File: src/rtl/bk_pkg.sv
// Shared types and helpers for the Brent-Kung prefix adder.
// Holds the (g,p) pair type, the tree depth helper and the prefix combine operator.
package bk_pkg;

    typedef struct packed {
        logic g;
        logic p;
    } gp_t;

    // Number of up-sweep levels for a power-of-two operand width.
    function automatic int levels(input int width);
        return $clog2(width);
    endfunction

    // (G,P) o (G',P') = (G | P&G', P&P'); hi is the more significant span.
    function automatic gp_t bk_combine(input gp_t hi, input gp_t lo);
        gp_t r;
        r.g = hi.g | (hi.p & lo.g);
        r.p = hi.p & lo.p;
        return r;
    endfunction

endpackage

File: src/rtl/bk_gp_cell.sv
// Black cell of the prefix tree: merges a higher (g,p) span with the adjacent lower span.
module bk_gp_cell
    import bk_pkg::*;
(
    input  logic g_hi,
    input  logic p_hi,
    input  logic g_lo,
    input  logic p_lo,
    output logic g_out,
    output logic p_out
);

    gp_t hi;
    gp_t lo;
    gp_t res;

    assign hi    = '{g: g_hi, p: p_hi};
    assign lo    = '{g: g_lo, p: p_lo};
    assign res   = bk_combine(hi, lo);
    assign g_out = res.g;
    assign p_out = res.p;

endmodule

File: src/rtl/brent_kung_adder.sv
// Registered WIDTH-bit adder (sum = a + b + cin, carry-out in the MSB) built on a
// structural Brent-Kung carry network. Valid semantics: a/b/cin are sampled on a rising
// edge only when in_valid=1; out_valid=1 marks sum as that result one cycle later; no backpressure.
module brent_kung_adder
    import bk_pkg::*;
#(
    parameter int WIDTH = 4
) (
    input  logic             clk,
    input  logic             rst_n,
    input  logic             in_valid,
    input  logic [WIDTH-1:0] a,
    input  logic [WIDTH-1:0] b,
    input  logic             cin,
    output logic             out_valid,
    output logic [WIDTH:0]   sum
);

    localparam int L      = levels(WIDTH);
    localparam int STAGES = 2 * L;

    logic [WIDTH-1:0] p;
    logic [WIDTH:0]   c;
    logic [WIDTH:0]   sum_next;
    gp_t              node0_raw;
    gp_t              cin_node;
    gp_t              node0;

    // Stage 0 holds bit-level (g,p); stage STAGES-1 holds G[i:0] for every i.
    logic [WIDTH-1:0] gs [STAGES];
    logic [WIDTH-1:0] ps [STAGES];

    assign p = a ^ b;

    // cin is G[-1]: folding it into bit 0 makes every prefix G[i:0] include it.
    assign node0_raw = '{g: a[0] & b[0], p: p[0]};
    assign cin_node  = '{g: cin, p: 1'b0};
    assign node0     = bk_combine(node0_raw, cin_node);

    assign gs[0] = {a[WIDTH-1:1] & b[WIDTH-1:1], node0.g};
    assign ps[0] = {p[WIDTH-1:1], node0.p};

    for (genvar k = 0; k < L; k++) begin : g_up
        for (genvar i = 0; i < WIDTH; i++) begin : g_node
            if (((i + 1) % (2 ** (k + 1))) == 0) begin : g_cell
                bk_gp_cell u_cell (
                    .g_hi  (gs[k][i]),
                    .p_hi  (ps[k][i]),
                    .g_lo  (gs[k][i-2**k]),
                    .p_lo  (ps[k][i-2**k]),
                    .g_out (gs[k+1][i]),
                    .p_out (ps[k+1][i])
                );
            end else begin : g_pass
                assign gs[k+1][i] = gs[k][i];
                assign ps[k+1][i] = ps[k][i];
            end
        end
    end

    // Down-sweep runs from the widest span back to span 1, filling the odd positions.
    for (genvar j = 0; j < L - 1; j++) begin : g_down
        localparam int D = L - 2 - j;
        for (genvar i = 0; i < WIDTH; i++) begin : g_node
            if ((((i + 1) % (2 ** (D + 1))) == (2 ** D)) && (i >= 3 * (2 ** D) - 1)) begin : g_cell
                bk_gp_cell u_cell (
                    .g_hi  (gs[L+j][i]),
                    .p_hi  (ps[L+j][i]),
                    .g_lo  (gs[L+j][i-2**D]),
                    .p_lo  (ps[L+j][i-2**D]),
                    .g_out (gs[L+j+1][i]),
                    .p_out (ps[L+j+1][i])
                );
            end else begin : g_pass
                assign gs[L+j+1][i] = gs[L+j][i];
                assign ps[L+j+1][i] = ps[L+j][i];
            end
        end
    end

    // Group propagate of the final stage has no consumer.
    logic unused_final_p;
    assign unused_final_p = ^ps[STAGES-1];

    assign c        = {gs[STAGES-1], cin};
    assign sum_next = {c[WIDTH], p ^ c[WIDTH-1:0]};

    always_ff @(posedge clk or negedge rst_n) begin
        if (!rst_n) begin
            sum       <= '0;
            out_valid <= 1'b0;
        end else begin
            if (in_valid) begin
                sum <= sum_next;
            end
            out_valid <= in_valid;
        end
    end

endmodule

File: config.mk
export PLATFORM = sky130hd
export DESIGN_NAME = brent_kung_adder
export DESIGN_NICKNAME = d
export VERILOG_FILES = /design/src/rtl/bk_pkg.sv /design/src/rtl/bk_gp_cell.sv /design/src/rtl/brent_kung_adder.sv
export SDC_FILE = /design/constraint.sdc
export NUM_CORES = 1
export LEC_CHECK = 0
export CAP_MARGIN = 10
export CORE_AREA = 4 4 41 43
export DETAILED_ROUTE_END_ITERATION = 7
export DIE_AREA = 0 0 45 47
export PLACE_DENSITY = 0.7
export SLEW_MARGIN = 30
export SYNTH_ARGS = -nofsm -noshare
export SYNTH_HDL_FRONTEND = slang
export SYNTH_SLANG_ARGS = --single-unit
export TNS_END_PERCENT = 5
File: constraint.sdc
create_clock -name clk -period 1.7 [get_ports clk]
set_input_delay 0.255 -clock clk [delete_from_list [all_inputs] [get_ports clk]]
set_output_delay 0.255 -clock clk [all_outputs]
set_load 0.05 [all_outputs]
# After elaboration in Yosys (flattened, before gate mapping)
# Cells that the tools add are included.
[totals] output_inout_bits=6 word_cells=17 register_bits=6
[op_classes] bitwise=15
[op_table] op="4-bit XOR" count=2
[op_table] op="1-bit AND" count=7
[op_table] op="1-bit bitwise OR" count=5
[op_table] op="3-bit AND" count=1

# Logic depth before layout (Yosys ltp)
[logic_depth] word_depth=8 ltp_mapped=6 ltp_nobuf=6

# Modules after synthesis
# A second synthesis with hierarchy kept.
[hier_totals] hier_cells=31 area_unflattened_um2=365.4
[modules_own_cells] module="brent_kung_adder" cells_each=23 instances=1 area_per_inst_um2=305.3 seq_area_each_um2=150.1
[modules_own_cells] module="bk_gp_cell" cells_each=2 instances=4 area_per_inst_um2=15.0 seq_area_each_um2=0.0

# Worst setup path after synthesis
# Ideal clock, no wire load.
[synth_timing] kind="input -> register" from="input a[0]" to="register sum[3]" cell_stages=6 t_arrival_ns=1.865 t_required_ns=1.575 path_buffers=0 setup_slack_ns=-0.290 cell_sequence="inv_1 fa_1 fa_1 fa_1 xnor2_1 mux2_4"
[synth_between] elab_chain_len=8 elab_cells_between_ends=9
[synth_lines] element="start: declaration" line_no="brent_kung_adder.sv:12" text="input logic [WIDTH-1:0] a,"
[synth_lines] element="4-bit XOR" line_no="brent_kung_adder.sv:33" text="assign p = a ^ b;"
[synth_lines] element="1-bit AND" line_no="bk_pkg.sv:18" text="r.g = hi.g | (hi.p & lo.g);"
[synth_lines] element="1-bit bitwise OR (*)" line_no="bk_pkg.sv:18"
[synth_lines] element="1-bit AND (*)" line_no="bk_pkg.sv:18"
[synth_lines] element="1-bit bitwise OR (*)" line_no="bk_pkg.sv:18"
[synth_lines] element="1-bit AND (*)" line_no="bk_pkg.sv:18"
[synth_lines] element="1-bit bitwise OR (*)" line_no="bk_pkg.sv:18"
[synth_lines] element="4-bit XOR (*)" line_no="brent_kung_adder.sv:86" text="assign sum_next = {c[WIDTH], p ^ c[WIDTH-1:0]};"
[synth_lines] element="end signal: assignment" line_no="brent_kung_adder.sv:94" text="sum <= sum_next;"
[synth_lines] element="end: declaration" line_no="brent_kung_adder.sv:16" text="output logic [WIDTH:0] sum"
# Every way passes the cells marked *; elsewhere a longest branch is shown, timed or not.
# A chain may end at the register's enable or synchronous reset.

# Worst setup path after layout
[layout_timing] from="input cin" to="register sum[3]"
[layout_between] elab_chain_len=7
[layout_lines] element="start: declaration" line_no="brent_kung_adder.sv:14" text="input logic cin,"
[layout_lines] element="1-bit AND" line_no="bk_pkg.sv:18"
[layout_lines] element="1-bit bitwise OR" line_no="bk_pkg.sv:18"
[layout_lines] element="1-bit AND" line_no="bk_pkg.sv:18"
[layout_lines] element="1-bit bitwise OR" line_no="bk_pkg.sv:18"
[layout_lines] element="1-bit AND" line_no="bk_pkg.sv:18"
[layout_lines] element="1-bit bitwise OR" line_no="bk_pkg.sv:18"
[layout_lines] element="4-bit XOR" line_no="brent_kung_adder.sv:86"
# No other way between the ends.

==> flow_metrics.tcl <==
set metrics [dict create \
    worst_setup_path_endpoint "sum[3]" \
    layout.filler_cells 146 \
    violations "setup timing" \
    vias_per_cell 4.191 \
    cpPeakStageDelay_ps 370 \
    stdcell_area_um2 578.1 \
    grt_overflow_total 0 \
    path_clk_slew_ps 40 \
    ys_seq_area_frac 0.4138 \
    timing.clock.skew_ps 0 \
    via_count 285 \
    pin_count 18 \
    start_util 0.2788 \
    drt-pass1-iter-count 2 \
    critical-path-top-cell-by-count "fa_2" \
    yosys_warns 0 \
    path_buf_inv 2 \
    reg2reg_slack_ps 940 \
    timing.critical_path.arrival_ps 1850 \
    globalRouteTotalUtil 0.08067 \
    place_congestion 0.6481 \
    timing.hold.ws_ps 253.5 \
    period_share 1.016 \
    final-instance-count-excl-fill 68 \
    cts.htree.levels 1 \
    worst-r2r-cell-count 1 \
    ys_types 12 \
    timing.critical_path.cells "buf_8, inv_8, fa_2, fa_2, fa_2, xnor2_2, mux2_4" \
    worst_ep_required_time_ps 1820 \
    clkSinkCount 6 \
    ir_drop_uv 407.5 \
    period_needed_ps 1728 \
    row_count 13 \
    synth_register_bits 6 \
    crit_path_end_kind "flop" \
    finish.utilization 0.4442 \
    report.final.slew_viol_count 0 \
    hpwl_um 611 \
    setup.worst_path.start_class "input port" \
    grt_antenna_before_repair 0 \
    cts-root-buf "clkbuf_4" \
    worst_slew_pin_slew_ps 266.5 \
    antenna_cells 0 \
    run_status "complete, but fails checks" \
    routedWlPerCell_um 10.15 \
    layout_common_cells "buf_4, inv_1, clkdlybuf4s50_1, dfrtp_1, inv_2" \
    nNetsFinal 72 \
    timing.max_slew.rel_slack 0.8218 \
    power.density_nw_per_um2 957.2 \
    placedCellCount 64 \
    core_area_um2 1301 \
    drc 0 \
    setup.worst_path.start "cin" \
    clock_insertion_delay_at_the_later_pin_of_the_skew_report_ps 240 \
    antenna_violating_nets_post_route 0 \
    r2r-start "sum[3]" \
    detail_route.wirelength_um 690 \
    detailedRoute.firstIterationViolations 3 \
    grt_setup_unrepaired "yes" \
    die-height_um 47 \
    largest_fanout_of_any_net_on_the_critical_path 2 \
    floorplan.die_area_um2 2115 \
    grt_max_degree 7 \
    die_x_um 45 \
    hold_class "input port to async pin" \
    reg2reg_to "sum[3]" \
    first_global_vias 313 \
    syn_area_um2 362.8 \
    cts_tree "done" \
    cp.depth 7 \
    final_common_cell "buf_4" \
    placement.cell_area_um2 548.0 \
    global_route_wire_length_before_repair_um 1145 \
    post_synth.cell_area_avg_um2 11.34 \
    io_buffers 17 \
    maxClockFrequency_ghz 0.5787 \
    syn_nets 49 \
    flow.area_growth_from_synthesis_pct 59.31 \
    critPathSlowestCell "fa_2" \
    cts_made_buffers 3 \
    report.final.setup_viol 1 \
    total_leakage_power_nw 0.2987 \
    proportion_of_layout_cells_with_a_drive_suffix_above_1 0.4528 \
    path_class "input port to flop" \
    ctsLongestPathBuffers 2 \
    netlist_instances 32 \
    cp_top_delay_family "adder cells" \
    dp_worst_setup_slack_ps -841.9 \
    setup_ws_ps -28.05 \
    timing.max_cap.violations 0 \
    timing_hold_violations_final 0 \
]
==> flip-flops by register name (all words and copies together) (netlist names) <==
register / flops
sum: 5
out_valid: 1
==> cells in the mapped netlist <==
library cell | number | share of area
a31oi_1 | 1 | 0.017
buf_6 | 1 | 0.031
dfrtp_1 | 6 | 0.41
fa_1 | 3 | 0.17
ha_1 | 2 | 0.069
inv_1 | 11 | 0.11
mux2_4 | 1 | 0.041
mux2i_1 | 3 | 0.083
nor2_1 | 1 | 0.010
nor2b_1 | 1 | 0.017
o21ai_0 | 1 | 0.014
xnor2_1 | 1 | 0.024
==> routing by layer <==
metal / wire length (um) / vias to the layer above / GRT usage / share of wire
li1: - / 137 / - / -
met1: 228 / 134 / 0.08216 / 0.33
met2: 372 / 14 / 0.1243 / 0.54
met3: 88 / 0 / 0.04981 / 0.13
met4: 0 / 0 / 0.05263 / 0
met5: 0 / - / 0 / 0
==> cell type report <==
| class | instances | area (um2) | share of cell area |
|---|---|---|---|
| Multi-Input combinational cell | 14 | 175.2 | 0.3030 |
| Timing Repair Buffer | 19 | 162.7 | 0.2814 |
| Sequential cell | 6 | 150.1 | 0.2597 |
| Inverter | 11 | 48.80 | 0.08442 |
| Clock buffer | 3 | 22.52 | 0.03896 |
| Tap cell | 15 | 18.77 | 0.03247 |
==> through the flow <==
step	total power, mW	TNS, ps
after global routing	0.5918	-56.38
after global placement	0.4222	-2083
after detailed placement	0.4257	-2200
final	0.5533	-28.05
after floorplan	0.3378	-205.6
after CTS	0.5676	-26.77
==> cells by family after synthesis <==
kind of cell	after synthesis	share of synthesized area
AOI/OAI and AO/OA	2	0.03103
xor gates and xnor gates	1	0.02414
muxes	4	0.1241
DFF	6	0.4138
buffers and inverters	12	0.1448
adders and majority gates	5	0.2345
and+or+nand+nor	2	0.02759
==> where the power goes <==
part | leakage (nW) | switching, mW | internal, mW
Combinational | 0.215 | 0.145 | 0.0957
Clock | 0.0138 | 0.0494 | 0.0797
Sequential | 0.0696 | 0.0140 | 0.169
==> how the worst min path moves through the flow <==
| stage | slack (ps) | cells after the start | from | endpoint |
|---|---|---|---|---|
| 6_report | 250 | 1 | rst_n | sum[1] |
| 5_1_grt | 270 | 1 | rst_n | sum[3] |
| 4_1_cts | 250 | 1 | rst_n | sum[3] |
| 3_5_place_dp | 520 | 1 | rst_n | out_valid |
| 3_3_place_gp | 510 | 1 | rst_n | out_valid |
| 2_1_floorplan | -40 | 0 | rst_n | out_valid |
==> what timing repair did <==
action	in CTS	in global routing
endpoints found under the setup margin	4	1
pin swaps	4	0
hold buffers	0	0
resized for setup	20	0
setup buffers	1	0
Power figures use the tool's default switching activity.
